--- src/rtl/avalon_uart_rx_master_if.sv ---
// Avalon-MM read-side bus between the UART receive master and the UART data register.
interface avalon_uart_rx_master_if #(
   parameter int ADDR_W = 1
);
   logic [31:0]       readdata_in;
   logic              waitrequest_in;
   logic              chipselect_out;
   logic [ADDR_W-1:0] address_out;
   logic              read_n_out;
   logic              write_n_out;

   modport master (
      input  readdata_in, waitrequest_in,
      output chipselect_out, address_out, read_n_out, write_n_out
   );

   modport slave (
      output readdata_in, waitrequest_in,
      input  chipselect_out, address_out, read_n_out, write_n_out
   );
endinterface

--- src/rtl/avalon_uart_rx_master.sv ---
// Interrupt-driven Avalon-MM read master: drains UART bytes, packs them big-endian into
// instruction words and buffers them in a valid/ready FIFO. Optional feature: AVM_WAIT_TIMEOUT_EN.
//
// state | meaning
// IDLE  | bus idle, waiting for irq_in with FIFO space
// READ  | bus read of the UART data register, held through waitrequest
// STORE | shift latched byte into the assembler, push completed words
module avalon_uart_rx_master #(
   parameter int ADDR_W         = 1,
   parameter int DATA_ADDR      = 0,
   parameter int RAVAIL_LSB     = 16,
   parameter int RAVAIL_W       = 16,
   parameter int BYTE_W         = 8,
   parameter int INSTR_BYTES    = 2,
   parameter int FIFO_DEPTH     = 4,
   parameter int TIMEOUT_CYCLES = 255,
   localparam int INSTR_W       = INSTR_BYTES * BYTE_W,
   localparam int CNT_W         = $clog2(FIFO_DEPTH) + 1
) (
   input  logic                   clock_n_in,
   input  logic                   reset_in,
   avalon_uart_rx_master_if.master avm,
   input  logic                   irq_in,
   output logic                   ready_out,
   output logic [INSTR_W-1:0]     instruction_out,
   output logic                   instr_valid_out,
   input  logic                   instr_ready_in,
   output logic [CNT_W-1:0]       fifo_count_out,
   output logic                   error_out
);
   localparam int PTR_W = $clog2(FIFO_DEPTH);
   localparam int BC_W  = $clog2(INSTR_BYTES + 1);
   localparam logic [BC_W-1:0]  BC_LAST = BC_W'(INSTR_BYTES);
   localparam logic [CNT_W-1:0] DEPTH_C = CNT_W'(FIFO_DEPTH);

   typedef enum logic [1:0] {IDLE, READ, STORE} state_t;
   state_t state_q, state_nx;

   logic [BYTE_W-1:0]         byte_q;
   logic                      ravail_q;
   logic [BC_W-1:0]           bcnt_q, bcnt_nx, bcnt_inc;
   logic [INSTR_W-1:0]        asm_q, asm_nx;
   logic [INSTR_W+BYTE_W-1:0] shifted;
   logic                      push, pop, tmo;
   logic                      cs_q, rd_n_q, rdy_q;
   logic [ADDR_W-1:0]         addr_q;
   logic [INSTR_W-1:0]        mem [FIFO_DEPTH];
   logic [PTR_W-1:0]          wr_ptr, rd_ptr;
   logic [CNT_W-1:0]          cnt_q, cnt_nx;
   logic                      unused_rd;

   assign unused_rd = ^avm.readdata_in;
   assign pop       = (cnt_q != '0) && instr_ready_in;
   assign bcnt_inc  = bcnt_q + 1'b1;
   assign shifted   = {asm_q, byte_q};

   always_comb begin
      state_nx = state_q;
      bcnt_nx  = bcnt_q;
      asm_nx   = asm_q;
      push     = 1'b0;
      case (state_q)
         IDLE: begin
            if (irq_in && (cnt_q < DEPTH_C)) state_nx = READ;
         end
         READ: begin
            if (tmo) begin
               state_nx = IDLE;
               bcnt_nx  = '0;
               asm_nx   = '0;
            end else if (!avm.waitrequest_in) begin
               state_nx = STORE;
            end
         end
         STORE: begin
            asm_nx = shifted[INSTR_W-1:0];
            if (bcnt_inc == BC_LAST) begin
               push    = 1'b1;
               bcnt_nx = '0;
            end else begin
               bcnt_nx = bcnt_inc;
            end
            // Room check uses the occupancy after this edge's push and pop.
            if (push)
               state_nx = (ravail_q && (pop || (cnt_q < DEPTH_C - 1'b1))) ? READ : IDLE;
            else
               state_nx = (ravail_q && (pop || (cnt_q < DEPTH_C))) ? READ : IDLE;
         end
         default: state_nx = IDLE;
      endcase
   end

   always_ff @(negedge clock_n_in or posedge reset_in) begin
      if (reset_in) begin
         state_q  <= IDLE;
         byte_q   <= '0;
         ravail_q <= 1'b0;
         bcnt_q   <= '0;
         asm_q    <= '0;
         cs_q     <= 1'b0;
         addr_q   <= '0;
         rd_n_q   <= 1'b1;
         rdy_q    <= 1'b1;
      end else begin
         state_q <= state_nx;
         bcnt_q  <= bcnt_nx;
         asm_q   <= asm_nx;
         if ((state_q == READ) && !avm.waitrequest_in) begin
            byte_q   <= avm.readdata_in[BYTE_W-1:0];
            ravail_q <= |avm.readdata_in[RAVAIL_LSB +: RAVAIL_W];
         end
         cs_q   <= (state_nx == READ);
         addr_q <= (state_nx == READ) ? ADDR_W'(DATA_ADDR) : '0;
         rd_n_q <= (state_nx != READ);
         rdy_q  <= (state_nx == IDLE);
      end
   end

   always_comb begin
      cnt_nx = cnt_q;
      if (push && !pop)      cnt_nx = cnt_q + 1'b1;
      else if (!push && pop) cnt_nx = cnt_q - 1'b1;
   end

   always_ff @(negedge clock_n_in or posedge reset_in) begin
      if (reset_in) begin
         wr_ptr <= '0;
         rd_ptr <= '0;
         cnt_q  <= '0;
      end else begin
         if (push) wr_ptr <= wr_ptr + 1'b1;
         if (pop)  rd_ptr <= rd_ptr + 1'b1;
         cnt_q <= cnt_nx;
      end
   end

   always_ff @(negedge clock_n_in) begin
      if (push) mem[wr_ptr] <= shifted[INSTR_W-1:0];
   end

`ifdef AVM_WAIT_TIMEOUT_EN
   localparam int WD_W = $clog2(TIMEOUT_CYCLES + 1);
   logic [WD_W-1:0] wd_q;
   logic            err_q;

   // Down-counter reloaded outside READ; terminal count on a stalled edge aborts the read.
   assign tmo = (state_q == READ) && avm.waitrequest_in && (wd_q == '0);

   always_ff @(negedge clock_n_in or posedge reset_in) begin
      if (reset_in) begin
         wd_q  <= '0;
         err_q <= 1'b0;
      end else begin
         if (state_q != READ)                         wd_q <= WD_W'(TIMEOUT_CYCLES - 1);
         else if (avm.waitrequest_in && wd_q != '0)   wd_q <= wd_q - 1'b1;
         if (tmo) err_q <= 1'b1;
      end
   end
   assign error_out = err_q;
`else
   localparam int unused_timeout = TIMEOUT_CYCLES;
   assign tmo       = 1'b0;
   assign error_out = 1'b0;
`endif

   assign avm.chipselect_out = cs_q;
   assign avm.address_out    = addr_q;
   assign avm.read_n_out     = rd_n_q;
   assign avm.write_n_out    = 1'b1;
   assign ready_out          = rdy_q;
   assign fifo_count_out     = cnt_q;
   assign instr_valid_out    = (cnt_q != '0);
   assign instruction_out    = instr_valid_out ? mem[rd_ptr] : '0;
endmodule

--- src/flat_wrapper.sv ---
// flat-port wrapper written by rule: the top's interface ports become plain ports
module avalon_uart_rx_master_flat 
#(
   parameter int ADDR_W         = 1,
   parameter int DATA_ADDR      = 0,
   parameter int RAVAIL_LSB     = 16,
   parameter int RAVAIL_W       = 16,
   parameter int BYTE_W         = 8,
   parameter int INSTR_BYTES    = 2,
   parameter int FIFO_DEPTH     = 4,
   parameter int TIMEOUT_CYCLES = 255,
   localparam int INSTR_W       = INSTR_BYTES * BYTE_W,
   localparam int CNT_W         = $clog2(FIFO_DEPTH) + 1
)
  (clock_n_in, reset_in, irq_in, ready_out, instruction_out, instr_valid_out, instr_ready_in, fifo_count_out, error_out, avm_readdata_in, avm_waitrequest_in, avm_chipselect_out, avm_address_out, avm_read_n_out, avm_write_n_out);
  avalon_uart_rx_master_if #(.ADDR_W(ADDR_W)) avm_i ();
  input  logic clock_n_in;
  input  logic reset_in;
  input  logic irq_in;
  output logic ready_out;
  output logic [INSTR_W-1:0] instruction_out;
  output logic instr_valid_out;
  input  logic instr_ready_in;
  output logic [CNT_W-1:0] fifo_count_out;
  output logic error_out;
  input wire logic [$bits(avm_i.readdata_in)-1:0] avm_readdata_in;
  input wire logic [$bits(avm_i.waitrequest_in)-1:0] avm_waitrequest_in;
  output wire logic [$bits(avm_i.chipselect_out)-1:0] avm_chipselect_out;
  output wire logic [$bits(avm_i.address_out)-1:0] avm_address_out;
  output wire logic [$bits(avm_i.read_n_out)-1:0] avm_read_n_out;
  output wire logic [$bits(avm_i.write_n_out)-1:0] avm_write_n_out;
  assign avm_i.readdata_in = avm_readdata_in;
  assign avm_i.waitrequest_in = avm_waitrequest_in;
  assign avm_chipselect_out = avm_i.chipselect_out;
  assign avm_address_out = avm_i.address_out;
  assign avm_read_n_out = avm_i.read_n_out;
  assign avm_write_n_out = avm_i.write_n_out;
  avalon_uart_rx_master #(.ADDR_W(ADDR_W), .DATA_ADDR(DATA_ADDR), .RAVAIL_LSB(RAVAIL_LSB), .RAVAIL_W(RAVAIL_W), .BYTE_W(BYTE_W), .INSTR_BYTES(INSTR_BYTES), .FIFO_DEPTH(FIFO_DEPTH), .TIMEOUT_CYCLES(TIMEOUT_CYCLES)) u_core (.clock_n_in(clock_n_in), .reset_in(reset_in), .avm(avm_i), .irq_in(irq_in), .ready_out(ready_out), .instruction_out(instruction_out), .instr_valid_out(instr_valid_out), .instr_ready_in(instr_ready_in), .fifo_count_out(fifo_count_out), .error_out(error_out));
endmodule
--- config.mk ---
export PLATFORM = sky130hd
export DESIGN_NAME = avalon_uart_rx_master_flat
export DESIGN_NICKNAME = d
export VERILOG_FILES = /design/src/rtl/avalon_uart_rx_master_if.sv /design/src/rtl/avalon_uart_rx_master.sv /design/src/flat_wrapper.sv
export SDC_FILE = /design/constraint.sdc
export NUM_CORES = 1
export LEC_CHECK = 0
export BUFFER_PORTS_ARGS = -buffer_cell sky130_fd_sc_hd__buf_2
export CORE_UTILIZATION = 56
export CTS_CLUSTER_DIAMETER = 40
export CTS_CLUSTER_SIZE = 24
export DETAILED_ROUTE_END_ITERATION = 8
export PLACE_DENSITY = 0.79
export SLEW_MARGIN = 30
export SYNTH_ARGS = -nofsm -noshare
export SYNTH_HDL_FRONTEND = slang
export SYNTH_SLANG_ARGS = --single-unit
export TNS_END_PERCENT = 5
--- constraint.sdc ---
create_clock -name clock_n_in -period 2.55 [get_ports clock_n_in]
set_input_delay 0.51 -clock clock_n_in [delete_from_list [all_inputs] [get_ports clock_n_in]]
set_output_delay 0.51 -clock clock_n_in [all_outputs]
set_load 0.03 [all_outputs]
==> results.toml <==
[power_and_ir_drop]
p_leak_nw = 2.23
power_density_mw_per_mm2 = 1270
total_power_mw = 6.35
irDropWorstVdd_mv = 0.875

[worst_setup_path]
r2r_slack_ns = 0.44
path_class = "flip-flop to primary output"
cp-end-kind = "primary output"
startpoint_type = "flip-flop"
crit_required_ns = 2.04
path_max_fanout = 8
worstPathArrival_ns = 3.09

[grt]
grt_use_total_pct = 22.1
grt_max_degree = 17
grt_pass1_wl_um = 11500
antenna_found_initial = 0
overflow = 0
grt_pass1_vias = 2377

[cts]
cts_tree = "yes"
clkTransAtPathRegs_ns = 0.07
cts_max_level = 3
cts_buffer_depth = 2
clock-sinks = 95
cts-root-buf = "clkbuf_8"
clk_latency_ns = 0.42
cts_made_buffers = 9

[layout]
fin_util_pct = 77.2
drive_gt1_share_pct = 42.0
layout.nets = 393
num-fill-cells = 391
antennaDiodeCount = 0
area_growth_syn_to_layout_pct = 30.1

[place]
dp_hpwl_um = 4390
place_congestion = 0.718
portBuffers = 51
preCtsSetupSlack_ns = -0.807

[synth]
synthCells = 208
ys_ff_latch = 95
synth_area_per_cell_um2 = 18.5
yosysWarnings = 0
netlist_area_mm2 = 0.00385
synth_xor_area_share_pct = 1.59
yosysSeqAreaShare_pct = 70.1
synth_compound_area_share_pct = 1.53
synthMuxAreaShare_pct = 15.4
synth_top_family_by_area = "multiplexers"
synth_cell_types = 34
synth_fa_ha_area_share_pct = 2.14
ys.flop_type = "edfxtp_1"
synth-async-reset-ratio_pct = 32.6
synth-simple-area-share_pct = 6.27
synth-edff-count = 64

[routing]
via_per_inst = 5.33
drtIter0Drc = 75
drt_first_pass_iters = 6
wirelength_um = 7220
vias = 2303
ant_nets = 0
routedWlPerCell_um = 16.7
drc = 3

[flow_run]
drv_cap = 0

[floorplanning]
chipHeight_um = 84.9
die_area_mm2 = 0.00721
die_w_um = 84.9
coreArea_mm2 = 0.00649
rows = 29
ios = 63
start_util_pct = 59.3

[sta]
tns_ns = -18.86
finalMaxSlewViolations = 0
rsz0062_at_grt = "yes"
hold_ws_ns = 0.445
setup_viol = 25
finalWorstSetupSlack_ns = -1.05
skew_ns = 0.0877
hold_viol = 0

[status]
failed_checks = "DRC, setup timing"
status = "finished with violations"

[worst_hold_path]
min_path_type = "flip-flop to flip-flop"
[cells by family after synthesis]
group,Yosys count
compound gates,9
simple gates,37
other cells,2
xor+xnor,7
flops,95
mux,34
fa+ha+maj,6
buf+inv,18
[per-layer routing]
layer / vias up / global-route usage (%) / routed length [um]
met2: 83 / 38.5 / 3950
met4: 0 / 7.86 / 96
met1: 1152 / 27.0 / 2850
met3: 10 / 5.45 / 325
met5: - / 0 / 0
li1: 1058 / - / -
[placed cells by master, fill, tap and decap left out, types with 10 or more instances in the layout]
cell	count
mux2_2	18
buf_2	27
dfrtn_1	29
edfxtp_1	64
mux4_2	16
clkbuf_8	10
buf_4	19
inv_1	72
and2_4	16
buf_6	26
[area by class of cell]
type	instances	area, um^2	share of cell area, %
sequential	95	2700	53.9
clock inverter	70	277	5.52
clock buffer	12	188	3.74
inverter	6	22.5	0.449
timing repair buffer	76	646	12.9
tap	77	96.3	1.92
multi-input combinational	96	1080	21.6
[power breakdown]
group | switching [mW] | total, mW | internal (mW)
logic | 1.17 | 2.51 | 1.34
registers | 0.276 | 2.40 | 2.12
clock network | 0.798 | 1.44 | 0.640
[critical path, cell delays in order (launching register included)]
cell and delay (ns):
dfrtn_1 0.46, buf_6 0.20, mux4_2 0.52, and2_4 0.15
buf_6 0.13
[registers in the layout, summed over array words and instances (netlist names), 2 cells and up]
register,flops
u_core.bcnt_q,2
u_core.byte_q,8
u_core.state_q,2
u_core.fifo_count_out,3
u_core.wr_ptr,2
u_core.rd_ptr,2
u_core.mem,64
u_core.asm_q,8
[cells in the mapped netlist, drive strengths merged, types with 2 or more instances]
library cell	number	area (um^2)
a21o	3	22.5
a21oi	4	20.0
and2	20	125
buf	9	73.8
clkbuf	2	7.51
conb	2	7.51
dfrtn	29	726
dfstp	2	52.6
edfxtp	64	1920
ha	5	62.6
inv	7	26.3
mux2	18	203
mux4	16	390
nand2	2	7.51
nor2	2	7.51
nor4	4	25.0
xnor2	6	52.6
[what timing repair did]
item | CTS | global route
setup endpoints to repair | 25 | 25
setup buffers | 1 | 2
resized for setup | 71 | 5
cloned | 1 | 0
pin swaps | 17 | 1
hold endpoints to repair | 0 | 0
hold buffers | 0 | 0
[final timing paths]
check,end,startpoint,cells after the start
max,instruction_out[3],u_core.rd_ptr[0],4
min,u_core.bcnt_q[0],u_core.bcnt_q[0],1
max reg2reg,u_core.fifo_count_out[2],u_core.fifo_count_out[2],9
min reg2reg,u_core.bcnt_q[0],u_core.bcnt_q[0],1
max in group asynchronous,u_core.byte_q[7],reset_in,3
min in group asynchronous,u_core.state_q[1],reset_in,2
[metrics by stage]
step | instances | instance area, um^2
final | 432 | 5010
after global routing | 432 | 5010
after CTS | 432 | 5020
after detailed placement | 349 | 4360
after global placement | 349 | 4360
after floorplan | 209 | 3890
Note: power is estimated with default switching activity, not from simulation.
